## src/rtl/fetch_pkg.sv

```systemverilog
// Shared types and constants for the instruction fetch front end.
// Used by the fetch unit and its instruction buffer.
package fetch_pkg;

    localparam logic [31:0] DEF_RESET_PC = 32'h0000_0000;
    localparam logic [31:0] NOP_INSTR    = 32'h0000_0013;

    localparam int OP_LSB     = 0;
    localparam int OP_MSB     = 6;
    localparam int OP5_B      = 5;
    localparam int FUNCT3_LSB = 12;
    localparam int FUNCT3_MSB = 14;
    localparam int FUNCT7_B5  = 30;

    typedef enum logic [1:0] {
        REQ,
        WAIT,
        DROP
    } fetch_state_t;

    typedef struct packed {
        logic [31:0] instr;
        logic [31:0] pc;
    } fetch_entry_t;

endpackage

```

## src/rtl/fetch_buffer.sv

```systemverilog
// Small synchronous FIFO of fetched {instr, pc} entries.
// Flush wins over any same-cycle push or pop.
module fetch_buffer
    import fetch_pkg::*;
#(
    parameter int DEPTH = 2,
    localparam int AW = $clog2(DEPTH)
) (
    input  logic         clk,
    input  logic         rst_n,
    input  logic         push,
    input  logic         pop,
    input  logic         flush,
    input  fetch_entry_t wdata,
    output fetch_entry_t rdata,
    output logic [AW:0]  count
);

    fetch_entry_t   mem [DEPTH];
    logic [AW-1:0]  wr_ptr;
    logic [AW-1:0]  rd_ptr;
    logic           do_pop;

    assign do_pop = pop && (count != '0);
    assign rdata  = mem[rd_ptr];

    always_ff @(posedge clk) begin
        if (!rst_n || flush) begin
            wr_ptr <= '0;
            rd_ptr <= '0;
            count  <= '0;
        end else begin
            // Power-of-two depth lets the pointers wrap naturally.
            if (push)
                wr_ptr <= wr_ptr + AW'(1);
            if (do_pop)
                rd_ptr <= rd_ptr + AW'(1);
            count <= count + (AW+1)'(push) - (AW+1)'(do_pop);
        end
    end

    always_ff @(posedge clk) begin
        if (push && !flush)
            mem[wr_ptr] <= wdata;
    end

endmodule

```

## src/rtl/instr_fetch_unit.sv

```systemverilog
// Fetch stage: owns the PC, issues single-outstanding imem requests,
// buffers responses and presents the head with pre-sliced fields.
module instr_fetch_unit
    import fetch_pkg::*;
#(
    parameter logic [31:0] RESET_PC  = DEF_RESET_PC,
    parameter int          BUF_DEPTH = 2,
    parameter int          XLEN      = 32
) (
    input  logic            clk,
    input  logic            rst_n,
    output logic            imem_req_valid,
    input  logic            imem_req_ready,
    output logic [XLEN-1:0] imem_addr,
    input  logic            imem_rsp_valid,
    input  logic [XLEN-1:0] imem_rsp_data,
    output logic            instr_valid,
    input  logic            instr_ready,
    output logic [XLEN-1:0] instr,
    output logic [XLEN-1:0] instr_pc,
    output logic [6:0]      op,
    output logic [2:0]      funct3,
    output logic            op5,
    output logic            funct7,
    input  logic            PCSrc,
    input  logic [XLEN-1:0] PCTarget
);

    localparam int CW = $clog2(BUF_DEPTH);
    localparam logic [CW:0] FULL = (CW+1)'(BUF_DEPTH);

    fetch_state_t    state;
    fetch_state_t    state_nx;
    logic [XLEN-1:0] fetch_pc;
    logic [XLEN-1:0] req_pc;
    logic [CW:0]     count;
    logic            push;
    logic            pop;
    logic            hs;
    fetch_entry_t    head;
    fetch_entry_t    wdata;

    assign hs        = imem_req_valid && imem_req_ready;
    assign imem_addr = fetch_pc;

    always_comb begin
        state_nx       = state;
        imem_req_valid = 1'b0;
        push           = 1'b0;
        unique case (state)
            REQ: begin
                // Only issue when a buffer slot is guaranteed for the reply.
                imem_req_valid = rst_n && (count < FULL) && !PCSrc;
                if (imem_req_valid && imem_req_ready)
                    state_nx = WAIT;
            end
            WAIT: begin
                if (PCSrc)
                    state_nx = imem_rsp_valid ? REQ : DROP;
                else if (imem_rsp_valid) begin
                    push     = 1'b1;
                    state_nx = REQ;
                end
            end
            DROP: begin
                if (imem_rsp_valid)
                    state_nx = REQ;
            end
            default: state_nx = REQ;
        endcase
    end

    always_ff @(posedge clk) begin
        if (!rst_n) begin
            state    <= REQ;
            fetch_pc <= RESET_PC;
            req_pc   <= RESET_PC;
        end else begin
            state <= state_nx;
            if (PCSrc)
                fetch_pc <= {PCTarget[XLEN-1:2], 2'b00};
            else if (hs)
                fetch_pc <= fetch_pc + 32'd4;
            if (hs)
                req_pc <= fetch_pc;
        end
    end

    assign wdata = '{instr: imem_rsp_data, pc: req_pc};
    assign pop   = instr_valid && instr_ready;

    fetch_buffer #(
        .DEPTH (BUF_DEPTH)
    ) u_buf (
        .clk   (clk),
        .rst_n (rst_n),
        .push  (push),
        .pop   (pop),
        .flush (PCSrc),
        .wdata (wdata),
        .rdata (head),
        .count (count)
    );

    assign instr_valid = rst_n && (count != '0);
    assign instr       = instr_valid ? head.instr : NOP_INSTR;
    assign instr_pc    = instr_valid ? head.pc : '0;
    assign op          = instr[OP_MSB:OP_LSB];
    assign funct3      = instr[FUNCT3_MSB:FUNCT3_LSB];
    assign op5         = instr[OP5_B];
    assign funct7      = instr[FUNCT7_B5];

endmodule
```

## config.mk

```make
export PLATFORM = sky130hd
export DESIGN_NAME = instr_fetch_unit
export DESIGN_NICKNAME = d
export VERILOG_FILES = /design/src/rtl/fetch_pkg.sv /design/src/rtl/fetch_buffer.sv /design/src/rtl/instr_fetch_unit.sv
export SDC_FILE = /design/constraint.sdc
export NUM_CORES = 1
export LEC_CHECK = 0
export ABC_AREA = 1
export BUFFER_PORTS_ARGS = -buffer_cell sky130_fd_sc_hd__buf_2
export CAP_MARGIN = 20
export CELL_PAD_IN_SITES_DETAIL_PLACEMENT = 1
export CELL_PAD_IN_SITES_GLOBAL_PLACEMENT = 1
export CORE_ASPECT_RATIO = 1.2
export CORE_MARGIN = 1
export CORE_UTILIZATION = 42
export DETAILED_ROUTE_END_ITERATION = 8
export PLACE_DENSITY = 0.84
export SYNTH_ARGS = -nofsm -noshare
export SYNTH_HDL_FRONTEND = slang
export SYNTH_SLANG_ARGS = --single-unit
export TNS_END_PERCENT = 30
```

## constraint.sdc

```tcl
create_clock -name clk -period 4.5 [get_ports clk]
set_input_delay 0.225 -clock clk [delete_from_list [all_inputs] [get_ports clk]]
set_output_delay 0.225 -clock clk [all_outputs]
set_load 0.02 [all_outputs]
```

# [After elaboration in Yosys (flattened, before gate mapping)]
# Memories as Yosys holds them, arrays and structs flattened. A register that Yosys moved wholly into a read port is not among the register bits.
# Index checks and enable logic that the tools add are counted.
[classes] n_reduce_logical=15 n_mux=17 order_cmp=1 n_bitwise=1 add_sub_neg=5 n_eq_ne=3
[op_table] cell="two-way mux 32 bit" count=4
[op_table] cell="adder 32 x 3 -> 32 bit, second input constant" count=1
[op_table] cell="logical AND 1 bit" count=8
[op_table] cell="two-way mux 1 bit" count=8
[op_table] cell="two-way mux 2 bit" count=4
[op_table] cell="case mux 2 bit (3 select lines)" count=1
[op_table] cell="nonzero test 2 bit" count=2
[op_table] cell="adder 1 bit, second input constant" count=2
[op_table] cell="adder 2 x 1 -> 2 bit" count=1
[op_table] cell="== test 2 x 1 -> 1 bit, second input constant" count=1
[op_table] cell="== test 2 bit, second input constant" count=1
[op_table] cell="logical NOT 1 bit" count=2
[op_table] cell="logical NOT 2 bit" count=1
[op_table] cell="< comparator 2 bit, second input constant" count=1
[op_table] cell="inequality test 2 bit, second input constant" count=1
[op_table] cell="OR reduction 2 bit" count=1
[op_table] cell="subtractor 2 x 1 -> 2 bit" count=1
[op_table] cell="logical OR 1 bit" count=1
[op_table] cell="NOT 1 bit" count=1
[totals] regBits=70 memories=1 inputBits=70 out_inout_bits=110 ram_bits=128 wordCells=50
[memory_table] memory="u_buf.mem" depth=2 width=64 rd=1 rd_ports_with_merged_regs=1 write_ports=1 line="fetch_buffer.sv:19" rtl="fetch_entry_t mem [DEPTH];"

# [Depth between registers and ports, before layout]
[logic_depth] word_depth=7 ltp_mapped=11 mapped_depth_nobuf=10

# [Hierarchy]
# A second synthesis with hierarchy kept.
[hier_totals] cells_unflattened=949 hier_area_um2=9315.2
[modules_own_cells] module="fetch_buffer" seq_area_each_um2=3943.8 instances=1 area_per_inst_um2=5167.5 cells_per_inst=235
[modules_own_cells] module="instr_fetch_unit" seq_area_each_um2=1241.2 instances=1 area_per_inst_um2=4147.7 cells_per_inst=714

# [Least setup slack after synthesis]
# Ideal clock, no wire load.
[synth_path] kind="input -> register" start="input port PCSrc" end="memory u_buf.mem[1][10] in the netlist's numbering (enable)" t_arrival_ps=3344 required_time_ps=4016 path_buffers=1 slack_ps=672 setup_ps=484 path_stages=4 cell_sequence="buf_2 inv_1 nand4_1 nor2_1"
[synth_via] elab_chain_len=5 word_cells_on_any_way=6 classes_between="mux: 4; reduce/logical: 2"
[synth_lines] element="from (decl)" line="instr_fetch_unit.sv:25" rtl="input logic PCSrc,"
[synth_lines] element="two-way mux 1 bit" line="instr_fetch_unit.sv:58" rtl="if (PCSrc)"
[synth_lines] element="two-way mux 1 bit" line="instr_fetch_unit.sv:50" rtl="unique case (state)"
[synth_lines] element="logical AND 1 bit *" line="fetch_buffer.sv:43" rtl="if (push && !flush)"
[synth_lines] element="two-way mux 1 bit *" line="fetch_buffer.sv:43"
[synth_lines] element="two-way mux 1 bit (not written as such) *" line="fetch_buffer.sv:44" rtl="mem[wr_ptr] <= wdata;"
[synth_lines] element="to (decl)" line="fetch_buffer.sv:19"
# Every way passes the cells marked *; elsewhere a longest branch is shown, timed or not.

==> out/results.md <==
• result of the run: finished clean
• overall global routing resource usage: 21.16%
• peak fanout along the critical path: 41
• Worst Min Path Start: PCTarget[3]
• height of the die: 158.6 um
• sequential fraction of design power: 51.8%
• footprint of the multi-input gates: 0.002755 mm2
• area of the core: 0.01976 mm2
• number of instances resized during post-cts repair: 0
• Mapped Cells: 863
• register-to-register path setup slack: 2530 ps
• cell depth of the worst flop-to-flop path: 4
• CTS clk-pin slew, worst paths: 80 ps
• Max Slew Vio Count: 0
• Detailed Route Iter0 Violations: 287
• sequential cell area: 0.005066 mm2
• flop and latch count out of synthesis: 191
• final cell area excluding filler cells: 0.01050 mm2
• Clock Sinks: 191
• filler cell count: 2,295
• post-cts hold buffer count: 33
• final critical-path required period: 2862 ps
• main flop type after synthesis: sky130_fd_sc_hd__edfxtp_1
• Starting Density: 43.47%
• area grow syn2layout: 22.23%
• number of nets with antenna violations after routing: 0
• initial antenna violation count: 0
• CP arrival: 2640 ps
• final worst slack: 1638 ps
• count of inserted antenna diode cells: 0
• internal power component: 2851 uW
• average wire length per cell after detail routing: 16.36 um
• Switching Share: 24.13%
• type of the most critical hold path: input port to flop
• Required @ worst endpoint: 4280 ps
• Hold Path Cell Cnt: 3
• capture point of the worst reg-to-reg path: u_buf.mem[0][18]$_DFFE_PP_
• most instantiated library cell after synthesis: sky130_fd_sc_hd__nand2_1
• Syn Area/Cell: 9.952 um2
• worst rel slew slack: 30.75%
• Syn Std Cell Area: 0.008588 mm2
• TritonCTS buffer count: 17
• async set or reset register ratio after synthesis: 0%
• worst slack after detailed placement: 1752 ps
• Placement Rows: 56
• total setup violations reported at the end of the flow: 0
• ratio of final minimum period to clock period: 63.60%
• synthesis warning total: 0
• cell types occupying the most area after synthesis: sky130_fd_sc_hd__edfxtp_1 (43%), sky130_fd_sc_hd__dfxtp_1 (16%), sky130_fd_sc_hd__nand2_1 (8.4%)
• core occupancy in the finished layout: 53.13%
• accumulated negative setup slack: 0 ps
• final count of hold timing violations: 0
• post-detailed-placement cell area: 0.009545 mm2
• most numerous cell types in the synthesized netlist: sky130_fd_sc_hd__nand2_1 (193), sky130_fd_sc_hd__inv_1 (125), sky130_fd_sc_hd__edfxtp_1 (124)
• largest net degree at the start of global routing: 75
• achievable frequency: 0.3494 GHz
• final worst clock skew: 20.22 ps
• worst-margin pin slew: 1039 ps
• CTS tree: done
• type of origin of the critical path: flop
• fraction of final layout cells sized beyond drive strength 1: 28.21%
• clk buf depth: 2
• category of the critical setup timing path: flop to primary output
• setup repair after global routing missed its margin: false
• share of the synthesized area in the top cell type: 43.36%
• kind of end point of the critical path: primary output
• Die Width: 132.5 um
• endpoint of the worst hold-timing path: imem_addr[3]$_SDFFE_PN0P_
• Pre-Repair DR Iteration Count: 4
• leakage power: 0.004695 uW
• wire length of the first global-routing pass: 34,400 um
• Comb pwr share: 6.7%
• number of synthesized flops with an enable pin: 124
• Clk pwr share: 41.6%
• number of nets in the layout: 1,120
• vias per std cell: 4.937
• placed wire-length estimate: 14,190 um
• Port-buffer cells: 173
• Total Die Area: 0.02103 mm2
• top-level port count: 180
• wire length reported by the detailed router: 21,620 um
• CTS HTree Levels: 4
• total vias in the final route: 6,522
• CTS Root Cell: sky130_fd_sc_hd__clkbuf_16
• Power per Cell Area: 357.9 mW/mm2
• max cap viols: 0
• GPL Wtd Cong: 0.8419
• sequential fraction of the synthesis area: 58.97%
• sum of overflow across all layers after global routing: 0
• buffer count from post-CTS setup fixing: 0
• startpoint of the lowest-slack register-to-register path: state[1]$_SDFFE_PN0P_
• via count of the first global-routing pass: 6,765
• top cell type by total area after synthesis: sky130_fd_sc_hd__edfxtp_1
• count of distinct cell types in the synthesized netlist: 39
• worst hold slack: 74.78 ps
• reported net switching power: 906.7 uW
• Worst IR Drop VDD: 259.4 uV
• remaining routing DRC violations: 0
• insertion delay of the later-clocked pin in the worst-skew pair: 440 ps
-- cells in the final DEF (no fill, tap or decap), types with 4 or more instances in the layout --
| master | n |
|---|---|
| sky130_fd_sc_hd__a21oi_1 | 50 |
| sky130_fd_sc_hd__a21oi_2 | 5 |
| sky130_fd_sc_hd__buf_2 | 173 |
| sky130_fd_sc_hd__buf_4 | 6 |
| sky130_fd_sc_hd__clkbuf_16 | 17 |
| sky130_fd_sc_hd__conb_1 | 4 |
| sky130_fd_sc_hd__dfxtp_1 | 66 |
| sky130_fd_sc_hd__dlygate4sd3_1 | 33 |
| sky130_fd_sc_hd__edfxtp_1 | 124 |
| sky130_fd_sc_hd__inv_1 | 125 |
| sky130_fd_sc_hd__inv_8 | 4 |
| sky130_fd_sc_hd__mux2_2 | 59 |
| sky130_fd_sc_hd__nand2_1 | 193 |
| sky130_fd_sc_hd__nand3_1 | 28 |
| sky130_fd_sc_hd__nand3_2 | 5 |
| sky130_fd_sc_hd__nor2_1 | 57 |
| sky130_fd_sc_hd__nor2_2 | 4 |
| sky130_fd_sc_hd__nor2_4 | 5 |
| sky130_fd_sc_hd__o211ai_1 | 4 |
| sky130_fd_sc_hd__o21ai_0 | 50 |
| sky130_fd_sc_hd__xor2_1 | 8 |
-- through the flow --
step                power (uW)  instances
finish                    3757       1321
global route              3886       1321
CTS                       3795       1321
detailed placement        2210       1256
global placement          2199       1256
floorplan                 2117        866
-- layout make-up --
class | instances | share of cell area, %
Inverter | 129 | 4.636
Sequential cell | 191 | 48.26
Tap cell | 261 | 3.111
Timing Repair Buffer | 212 | 11.82
Clock inverter | 15 | 1.871
Clock buffer | 17 | 4.052
Multi-Input combinational cell | 496 | 26.25
-- worst max-delay path, stage by stage, from the launching register on --
cell,delay (ps)
sky130_fd_sc_hd__dfxtp_2,1000
sky130_fd_sc_hd__buf_4,480
sky130_fd_sc_hd__mux2_2,390
sky130_fd_sc_hd__nand2_1,80
sky130_fd_sc_hd__inv_1,60
sky130_fd_sc_hd__buf_2,160
-- layer usage --
metal  share of wire [%]  vias to the layer above  global-route usage, %
met1                  42                     3158                  24.93
met4                 1.7                        0                  7.389
met5                   0                        -                      0
met2                  52                      170                  38.60
met3                 4.3                       31                  3.948
li1                    -                     3163                      -
-- worst max-delay path by stage --
stage	from	to	slack, ps	cells past startpoint
final	flop	instr[18]	1640	5
after global routing	flop	funct3[2]	1460	5
after CTS	flop	funct3[2]	1580	5
after detailed placement	PCSrc	u_buf.mem[0][45]$_DFFE_PP_	1750	5
after global placement	PCSrc	u_buf.mem[0][45]$_DFFE_PP_	1790	5
after floorplan	PCSrc	u_buf.mem[1][10]$_DFFE_PP_	670	4
-- power by group through the flow --
stage | clock network [uW] | registers (uW) | logic [uW]
after floorplan | 0 | 1990 | 126
after global placement | 0 | 1980 | 219
after detailed placement | 0 | 1980 | 227
after CTS | 1600 | 1940 | 254
after global routing | 1660 | 1950 | 277
final | 1560 | 1940 | 252
-- logic make-up after synthesis --
group / after synthesis / synth area share [%]
compound gates: 113 / 7.022
xor+xnor: 9 / 0.9179
fa+ha+maj: 3 / 0.4371
buf+inv: 179 / 9.338
flops: 191 / 58.97
mux: 59 / 7.736
other cells: 1 / 0.04366
simple gates: 308 / 15.53
-- state kept, by name (all words and copies together), names as in the netlist, named ones only --
register and cells:
imem_addr 30, req_pc 30, state 2, u_buf.count 2, u_buf.mem 124, u_buf.rd_ptr 1
u_buf.wr_ptr 1
Power figures use the tool's default switching activity.
